[src/rtl/serv_pc_seq.sv]
// Bit-serial program counter sequencer: serialises the next-PC computation W bits
// per cycle, then holds the new PC on the instruction bus until the fetch is acknowledged.
module serv_pc_seq #(
  parameter int          W        = 1,
  parameter logic [31:0] RESET_PC = 32'd0,
  parameter bit          WITH_CSR = 1'b1,
  parameter bit          WITH_C   = 1'b0
) (
  input  logic         clk,
  input  logic         i_rst_n,
  input  logic         i_start,
  input  logic         i_jump,
  input  logic         i_jal_or_jalr,
  input  logic         i_utype,
  input  logic         i_pc_rel,
  input  logic         i_trap,
  input  logic         i_iscomp,
  input  logic [W-1:0] i_imm,
  input  logic [W-1:0] i_buf,
  input  logic [W-1:0] i_csr_pc,
  output logic [W-1:0] o_rd,
  output logic [W-1:0] o_bad_pc,
  output logic         o_misalign,
  output logic         o_busy,
  output logic         o_done,
  output logic [31:0]  o_ibus_adr,
  output logic         o_ibus_cyc,
  input  logic         i_ibus_ack
);

  localparam int N     = 32 / W;
  localparam int CNT_W = $clog2(N);

  typedef enum logic [1:0] {IDLE, SHIFT, FETCH} state_t;

  state_t           state;
  logic [CNT_W-1:0] cnt;
  logic             cy4;
  logic             cyo;

  logic [31:0]  base;
  logic         cnt0;
  logic         cnt03;
  logic         cnt12to31;
  logic         iscomp_eff;
  logic         trap_eff;
  logic [W-1:0] pc_chunk;
  logic [W-1:0] inc_chunk;
  logic [W:0]   incr_sum;
  logic [W-1:0] offs_a;
  logic [W-1:0] offs_b;
  logic [W:0]   offs_sum;
  logic [W-1:0] incr;
  logic [W-1:0] offs;
  logic [W-1:0] aligned;
  logic [W-1:0] csr_chunk;
  logic [W-1:0] new_pc;
  logic         tgt_bit1;

  assign base       = 32'(cnt) * 32'(W);
  assign cnt0       = (cnt == '0);
  assign cnt03      = (base < 32'd4);
  assign cnt12to31  = (base >= 32'd12);
  assign iscomp_eff = WITH_C & i_iscomp;
  assign trap_eff   = WITH_CSR & i_trap;

  assign pc_chunk  = o_ibus_adr[W-1:0];
  assign inc_chunk = cnt03 ? W'((iscomp_eff ? 32'd2 : 32'd4) >> base) : '0;
  assign incr_sum  = {1'b0, pc_chunk} + {1'b0, inc_chunk} + {{W{1'b0}}, cy4};
  assign incr      = incr_sum[W-1:0];

  assign offs_a   = i_pc_rel ? pc_chunk : '0;
  assign offs_b   = i_utype ? (cnt12to31 ? i_imm : '0) : i_buf;
  assign offs_sum = {1'b0, offs_a} + {1'b0, offs_b} + {{W{1'b0}}, cyo};
  assign offs     = offs_sum[W-1:0];

  // Bit positions are tracked absolutely so the masks stay correct when W=1 spreads
  // bits [1:0] across two chunks.
  always_comb begin
    aligned   = offs;
    csr_chunk = i_csr_pc;
    tgt_bit1  = 1'b0;
    if (cnt0) aligned[0] = 1'b0;
    for (int j = 0; j < W; j++) begin
      if (base + 32'(j) < 32'd2) csr_chunk[j] = 1'b0;
      if (base + 32'(j) == 32'd1) tgt_bit1 = offs[j];
    end
  end

  assign new_pc   = trap_eff ? csr_chunk : (i_jump ? aligned : incr);
  assign o_bad_pc = aligned;
  assign o_rd     = (state == SHIFT) ?
                    ((i_utype ? aligned : '0) | (i_jal_or_jalr ? incr : '0)) : '0;
  assign o_busy     = (state != IDLE);
  assign o_ibus_cyc = (state == FETCH);

  always_ff @(posedge clk or negedge i_rst_n) begin
    if (!i_rst_n) begin
      state      <= FETCH;
      o_ibus_adr <= RESET_PC;
      cnt        <= '0;
      cy4        <= 1'b0;
      cyo        <= 1'b0;
      o_misalign <= 1'b0;
      o_done     <= 1'b0;
    end else begin
      o_done <= 1'b0;
      case (state)
        IDLE: begin
          if (i_start) begin
            state      <= SHIFT;
            cnt        <= '0;
            cy4        <= 1'b0;
            cyo        <= 1'b0;
            o_misalign <= 1'b0;
          end
        end
        SHIFT: begin
          cnt        <= cnt + CNT_W'(1);
          cy4        <= incr_sum[W];
          cyo        <= offs_sum[W];
          o_ibus_adr <= {new_pc, o_ibus_adr[31:W]};
          if (!WITH_C && i_jump && !trap_eff && tgt_bit1) o_misalign <= 1'b1;
          if (cnt == CNT_W'(N - 1)) state <= FETCH;
        end
        FETCH: begin
          if (i_ibus_ack) begin
            state  <= IDLE;
            o_done <= 1'b1;
          end
        end
        default: state <= IDLE;
      endcase
    end
  end

endmodule

[config.mk]
export PLATFORM = sky130hd
export DESIGN_NAME = serv_pc_seq
export DESIGN_NICKNAME = d
export VERILOG_FILES = /design/src/rtl/serv_pc_seq.sv
export SDC_FILE = /design/constraint.sdc
export NUM_CORES = 1
export LEC_CHECK = 0
export CAP_MARGIN = 15
export CORE_MARGIN = 2
export CORE_UTILIZATION = 36
export DETAILED_ROUTE_END_ITERATION = 10
export GPL_ROUTABILITY_DRIVEN = 1
export GPL_TIMING_DRIVEN = 0
export PLACE_DENSITY_LB_ADDON = 0.15
export SYNTH_ARGS = -nofsm -noshare
export SYNTH_HDL_FRONTEND = slang
export SYNTH_SLANG_ARGS = --single-unit
[constraint.sdc]
create_clock -name clk -period 2.35 [get_ports clk]
set_input_delay 0.47 -clock clk [delete_from_list [all_inputs] [get_ports clk]]
set_output_delay 0.47 -clock clk [all_outputs]
set_load 0.005 [all_outputs]
-- Yosys cells after proc, flatten, opt, wreduce, memory -nomap -nowiden
Index checks and enable logic that the tools add are counted.
- output and inout port bits: 38
- word-level logic and storage cells: 60
- bits in registers: 43
- input port bits: 13
- shift-type cells: 1
- bitwise gates (word level): 1
- equality and inequality tests: 8
- mux-type cells: 25
- reduce and logical (&&, ||, !) cells: 10
- magnitude comparators: 3
- add/sub/neg operators: 5
- operator list (kind ; count):
    1-bit 2-to-1 mux ; 16
    5-bit case mux with 2 select lines ; 1
    2-bit 2-to-1 mux ; 3
    2-bit by 1-bit inequality test with 1-bit output (second input constant) ; 3
    1-bit case mux with 2 select lines ; 3
    2-bit case mux with 3 select lines ; 1
    3-bit AND reduction ; 2
    5-bit by 1-bit adder with 5-bit output (second input constant) ; 1
    5-bit by 1-bit == test with 1-bit output (second input constant) ; 1
    5-bit == test (second input constant) ; 1
    5-bit by 4-bit >= comparator with 1-bit output (second input constant) ; 1
    5-bit logical NOT ; 1
    5-bit by 2-bit less-than comparator with 1-bit output (second input constant) ; 1
    5-bit by 3-bit less-than comparator with 1-bit output (second input constant) ; 1
    5-bit 2-to-1 mux ; 1
    3-bit by 5-bit >> shifter with 1-bit output (first input constant) ; 1
    1-bit by 1-bit adder with 2-bit output ; 2
    2-bit by 1-bit adder with 2-bit output ; 2
    2-bit nonzero test ; 2
    2-bit by 1-bit == test with 1-bit output (second input constant) ; 1
    2-bit == test (second input constant) ; 1
    1-bit logical AND ; 2
    2-bit logical NOT ; 1
    2-bit inequality test (second input constant) ; 1
    3 further kinds ; 3

-- Depth between registers and ports, before layout
- depth after elaboration: 9
- depth in mapped cells: 6
- mapped depth without buffers: 6

-- Worst setup path after synthesis
No wires, ideal clock.
- kind: register -> output
- start: register cnt[2]
- end: output port o_rd
- arrival: 1611 ps
- path buffers: 0
- setup slack: 269 ps
- required time: 1880 ps
- cell stages (with the launch flop): 6
- cells stage by stage: dfrtp_1 > a21o_1 > a31oi_1 > fa_1 > a21oi_1 > a31o_2
- longest elaborated chain between the ends: 9
- elaborated cells between the ends (all ways): 16
- those cells by class: add/sub (4); order compare (2); shift (1); mux (7); bitwise (1); reduce/logical (1)
- RTL lines (what ; line ; text):
    from (decl) ; 37 ; logic [CNT_W-1:0] cnt;
    from (signal assigned) ; 119 ; cnt <= cnt + CNT_W'(1);
    5-bit by 4-bit >= comparator with 1-bit output ; 63 ; assign cnt12to31 = (base >= 32'd12);
    1-bit 2-to-1 mux (2 in a row) ; 73 ; assign offs_b = i_utype ? (cnt12to31 ? i_imm : '0) : i_buf;
    1-bit by 1-bit adder with 2-bit output ; 74 ; assign offs_sum = {1'b0, offs_a} + {1'b0, offs_b} + {{W{1'b0}}, cyo};
    2-bit by 1-bit adder with 2-bit output ; 74 ;
    1-bit 2-to-1 mux * ; 83 ; if (cnt0) aligned[0] = 1'b0;
    net o_bad_pc ; 22 ; output logic [W-1:0] o_bad_pc,
    1-bit 2-to-1 mux * ; 93 ; ((i_utype ? aligned : '0) | (i_jal_or_jalr ? incr : '0)) : '0;
    1-bit OR * ; 93 ;
    1-bit 2-to-1 mux * ; 92 ; assign o_rd = (state == SHIFT) ?
    to (decl) ; 21 ; output logic [W-1:0] o_rd,
Mark *: on every way through the listed nets, which the timed path passes. The rest lies on a longest branch.

-- Worst setup path after layout
- start: register cnt[3]
- end: output port o_rd
- longest elaborated chain between the ends: 9
- elaborated cells between the ends (all ways): 16
- those cells by class: add/sub (4); order compare (2); shift (1); mux (7); bitwise (1); reduce/logical (1)
- RTL lines (what ; line):
    5-bit by 4-bit >= comparator with 1-bit output ; 63
    1-bit 2-to-1 mux (2 in a row) ; 73
    1-bit by 1-bit adder with 2-bit output ; 74
    2-bit by 1-bit adder with 2-bit output ; 74
    1-bit 2-to-1 mux ; 83
    1-bit 2-to-1 mux ; 93
    1-bit OR * ; 93
    1-bit 2-to-1 mux * ; 92
Mark *: on every way between the ends. The rest lies on a longest branch, timed or not.

==> flow_summary.ini <==
[detailed_routing]
ant_nets = 0
drc = 0
wire_per_inst_um = 12.11
drtIter0Drc = 97
wl_um = 4058
drt-pass1-iter-count = 4
vias = 1537
routed_via_density = 4.588

[setup_path]
reg2reg_depth = 8
r2r_end = o_ibus_adr[31]$_DFFE_PN0P_
critPathMaxFanout = 2
r2r_setup_slack_ns = 0.01
crit_start = cnt[3]$_DFFE_PN0P_
crit_arrival_ns = 2.00
critPathLaunchType = flip-flop
worstPathRequired_ns = 1.88
r2r_start = cnt[2]$_DFFE_PN0P_
endpoint_kind = output port
crit_type = reg2out

[synth]
synth-simple-area-share = 0.2415
synth_cell_types = 29
yosysSeqAreaShare = 0.5759
synthMuxAreaShare = 0.02007
synth-seq-cells = 43
avgSynthCellArea_sq_um = 9.400
syn_nets = 218
synthAdderAreaFrac = 0.04816
synth-compound-area-share = 0.07625
synth_xor_area_frac = 0
syn_area_sq_mm = 0.001871
synthCells = 199
synth_top_family_by_area = simple AND/OR/NAND/NOR gates
yosys_warnings = 0

[floorplanning]
start_util = 0.3686
die_w_um = 76.08
fp-row-count = 26
die_height_um = 76.08
io_pins = 51
coreArea_sq_mm = 0.005075
die_area_sq_mm = 0.005788

[clocking]
numCtsBuffers = 5
holdBufCountCts = 0
clk_latency_ns = 0.29
clock-sinks = 43
clockRootBuffer = clkbuf_8
cts.path.max_buffers = 2
clk_pin_slew_ns = 0.08
htreeDepth = 2
cts_tree = done

[global_route]
overflow = 0
grt.total_usage = 0.1547
grt_antenna_before_repair = 0
grt_pass1_vias = 1485
grt_pass1_wl_um = 7224
grt_max_degree = 35

[status]
status = finished with violations
violations = negative setup slack

[finish]
layout_common_cells = 96 x nand2_1, 43 x clkdlybuf4s50_1, 40 x dfrtp_1
final_cell_count_no_fill = 335
n_antenna_cell = 0
drive_above_1_share = 0.1585
num-nets-final = 284
areaGrowthSynthToFinish_pct = 42.54
final_common_cell = nand2_1
n_fill_cell = 493

[timing]
setup_viol = 2
skew_ns = 0.004552
drv_slew = 0
hold_violations = 0
whs_ns = 0.03547
period_minus_slack_ns = 2.468
rsz0062_at_grt = yes
timing.final.crit_share = 1.050
fmax_ghz = 0.4052
setup_ws_ns = -0.1176
relSlewSlack = 0.7109
worst_pin_slew_ns = 0.4336

[pwr]
power_switching_uw = 1182
p_clk_frac = 0.140
p_per_area_mw_per_mm2 = 1253
p_seq_frac = 0.383
peakVddDrop_mv = 0.4829
power_frac_comb = 0.478
cellLeakagePower_uw = 0.001304
p_int_uw = 2158
switching_share = 0.3538

[place]
dp_hpwl_um = 2744
globalplace.congestion = 0.7539
port_buffers = 49
dp_cells = 319

[worst_hold_path]
hp-class = in2async

[run]
drv_cap = 0
-- how the worst max path moves through the flow --
stage	end	slack (ns)	cells past startpoint
final	o_rd	-0.12	7
after global routing	o_rd	-0.20	7
after CTS	o_rd	-0.13	7
after detailed placement	o_rd	-0.69	7
after global placement	o_rd	-0.69	7
after floorplan	o_rd	0.27	5
-- cells in the mapped netlist --
cell | number | share of area
a21o_1 | 2 | 0.0080
a21oi_1 | 3 | 0.0080
a22o_1 | 5 | 0.023
a311o_1 | 1 | 0.0054
a31o_2 | 1 | 0.0047
a31oi_1 | 3 | 0.010
and2_1 | 1 | 0.0033
and2b_1 | 1 | 0.0040
and3_1 | 1 | 0.0033
buf_2 | 6 | 0.016
buf_4 | 1 | 0.0040
clkbuf_1 | 2 | 0.0040
dfrtp_1 | 42 | 0.56
dfstp_2 | 1 | 0.014
fa_1 | 2 | 0.021
ha_1 | 4 | 0.027
inv_1 | 7 | 0.014
mux2_2 | 2 | 0.012
mux2_4 | 1 | 0.0080
nand2_1 | 96 | 0.19
nand2b_1 | 1 | 0.0033
nand3_1 | 2 | 0.0054
nor2_1 | 4 | 0.0080
nor2b_1 | 2 | 0.0067
nor3_2 | 1 | 0.0054
nor3b_1 | 1 | 0.0040
nor4bb_1 | 1 | 0.0054
o21ai_0 | 4 | 0.011
o21bai_2 | 1 | 0.0060
-- worst max-delay path, cell delays in order, from the launching register on --
cell and delay, ns:
dfrtp_2 0.41, buf_6 0.12, nor3_4 0.15, nand3_2 0.11
fa_1 0.54, nor3b_2 0.05, a31o_2 0.21, buf_2 0.12
-- what timing repair did --
item | in CTS | in global routing
setup endpoints to repair | 2 | 2
resized for setup | 22 | 2
pin swaps | 7 | 2
buffers inserted | 7 | 2
-- routing by layer --
metal	vias to the layer above	GRT usage	wire [um]
li1	758	-	-
met5	-	0	0
met1	737	0.2102	1882
met4	0	0.04909	55
met3	5	0.03673	177
met2	37	0.2464	1943
-- power groups by stage --
stage          combinational [uW]  sequential (uW)  clock, uW
2_1_floorplan                 707             1270          0
3_3_place_gp                 1400             1290          0
3_5_place_dp                 1430             1300          0
4_1_cts                      1570             1280        487
5_1_grt                      1790             1330        523
6_report                     1600             1280        467
-- sequential cells by signal, indices dropped and copies added (netlist names) --
name and flops:
o_ibus_adr 32, cnt 5, state 2, cy4 1, cyo 1, o_done 1, o_misalign 1
-- per-stage QoR --
stage	setup TNS (ns)	power (uW)	util	setup WS [ns]	cell area, sq um
finish	-0.1632	3340	0.5254	-0.1176	2666
global route	-0.3804	3649	0.5254	-0.1959	2666
CTS	-0.1813	3342	0.5202	-0.1293	2640
detailed placement	-1.526	2729	0.4855	-0.6920	2464
global placement	-16.08	2694	0.4825	-0.6874	2449
floorplan	0	1980	-	0.2687	1871
-- cell type report --
class,instances,area (sq um),area share
buffer,9,45.04,0.01689
clock buffer,6,82.58,0.03097
clock inverter,1,5.005,0.001877
inverter,7,26.28,0.009855
multi-input combinational,140,770.7,0.2891
sequential,43,1080,0.4050
tap,70,87.58,0.03285
timing repair buffer,59,569.3,0.2135
-- logic make-up (layout without fill, tap and decap cells) --
logic type | count (synthesis) | count (layout)
AND/OR/NAND/NOR | 111 | 111
buffers and inverters | 16 | 82
multiplexers | 3 | 3
adder cells (fa/ha/maj) | 6 | 6
AO/OA/AOI/OAI | 20 | 20
flip-flops | 43 | 43
Power figures use the tool's default switching activity.
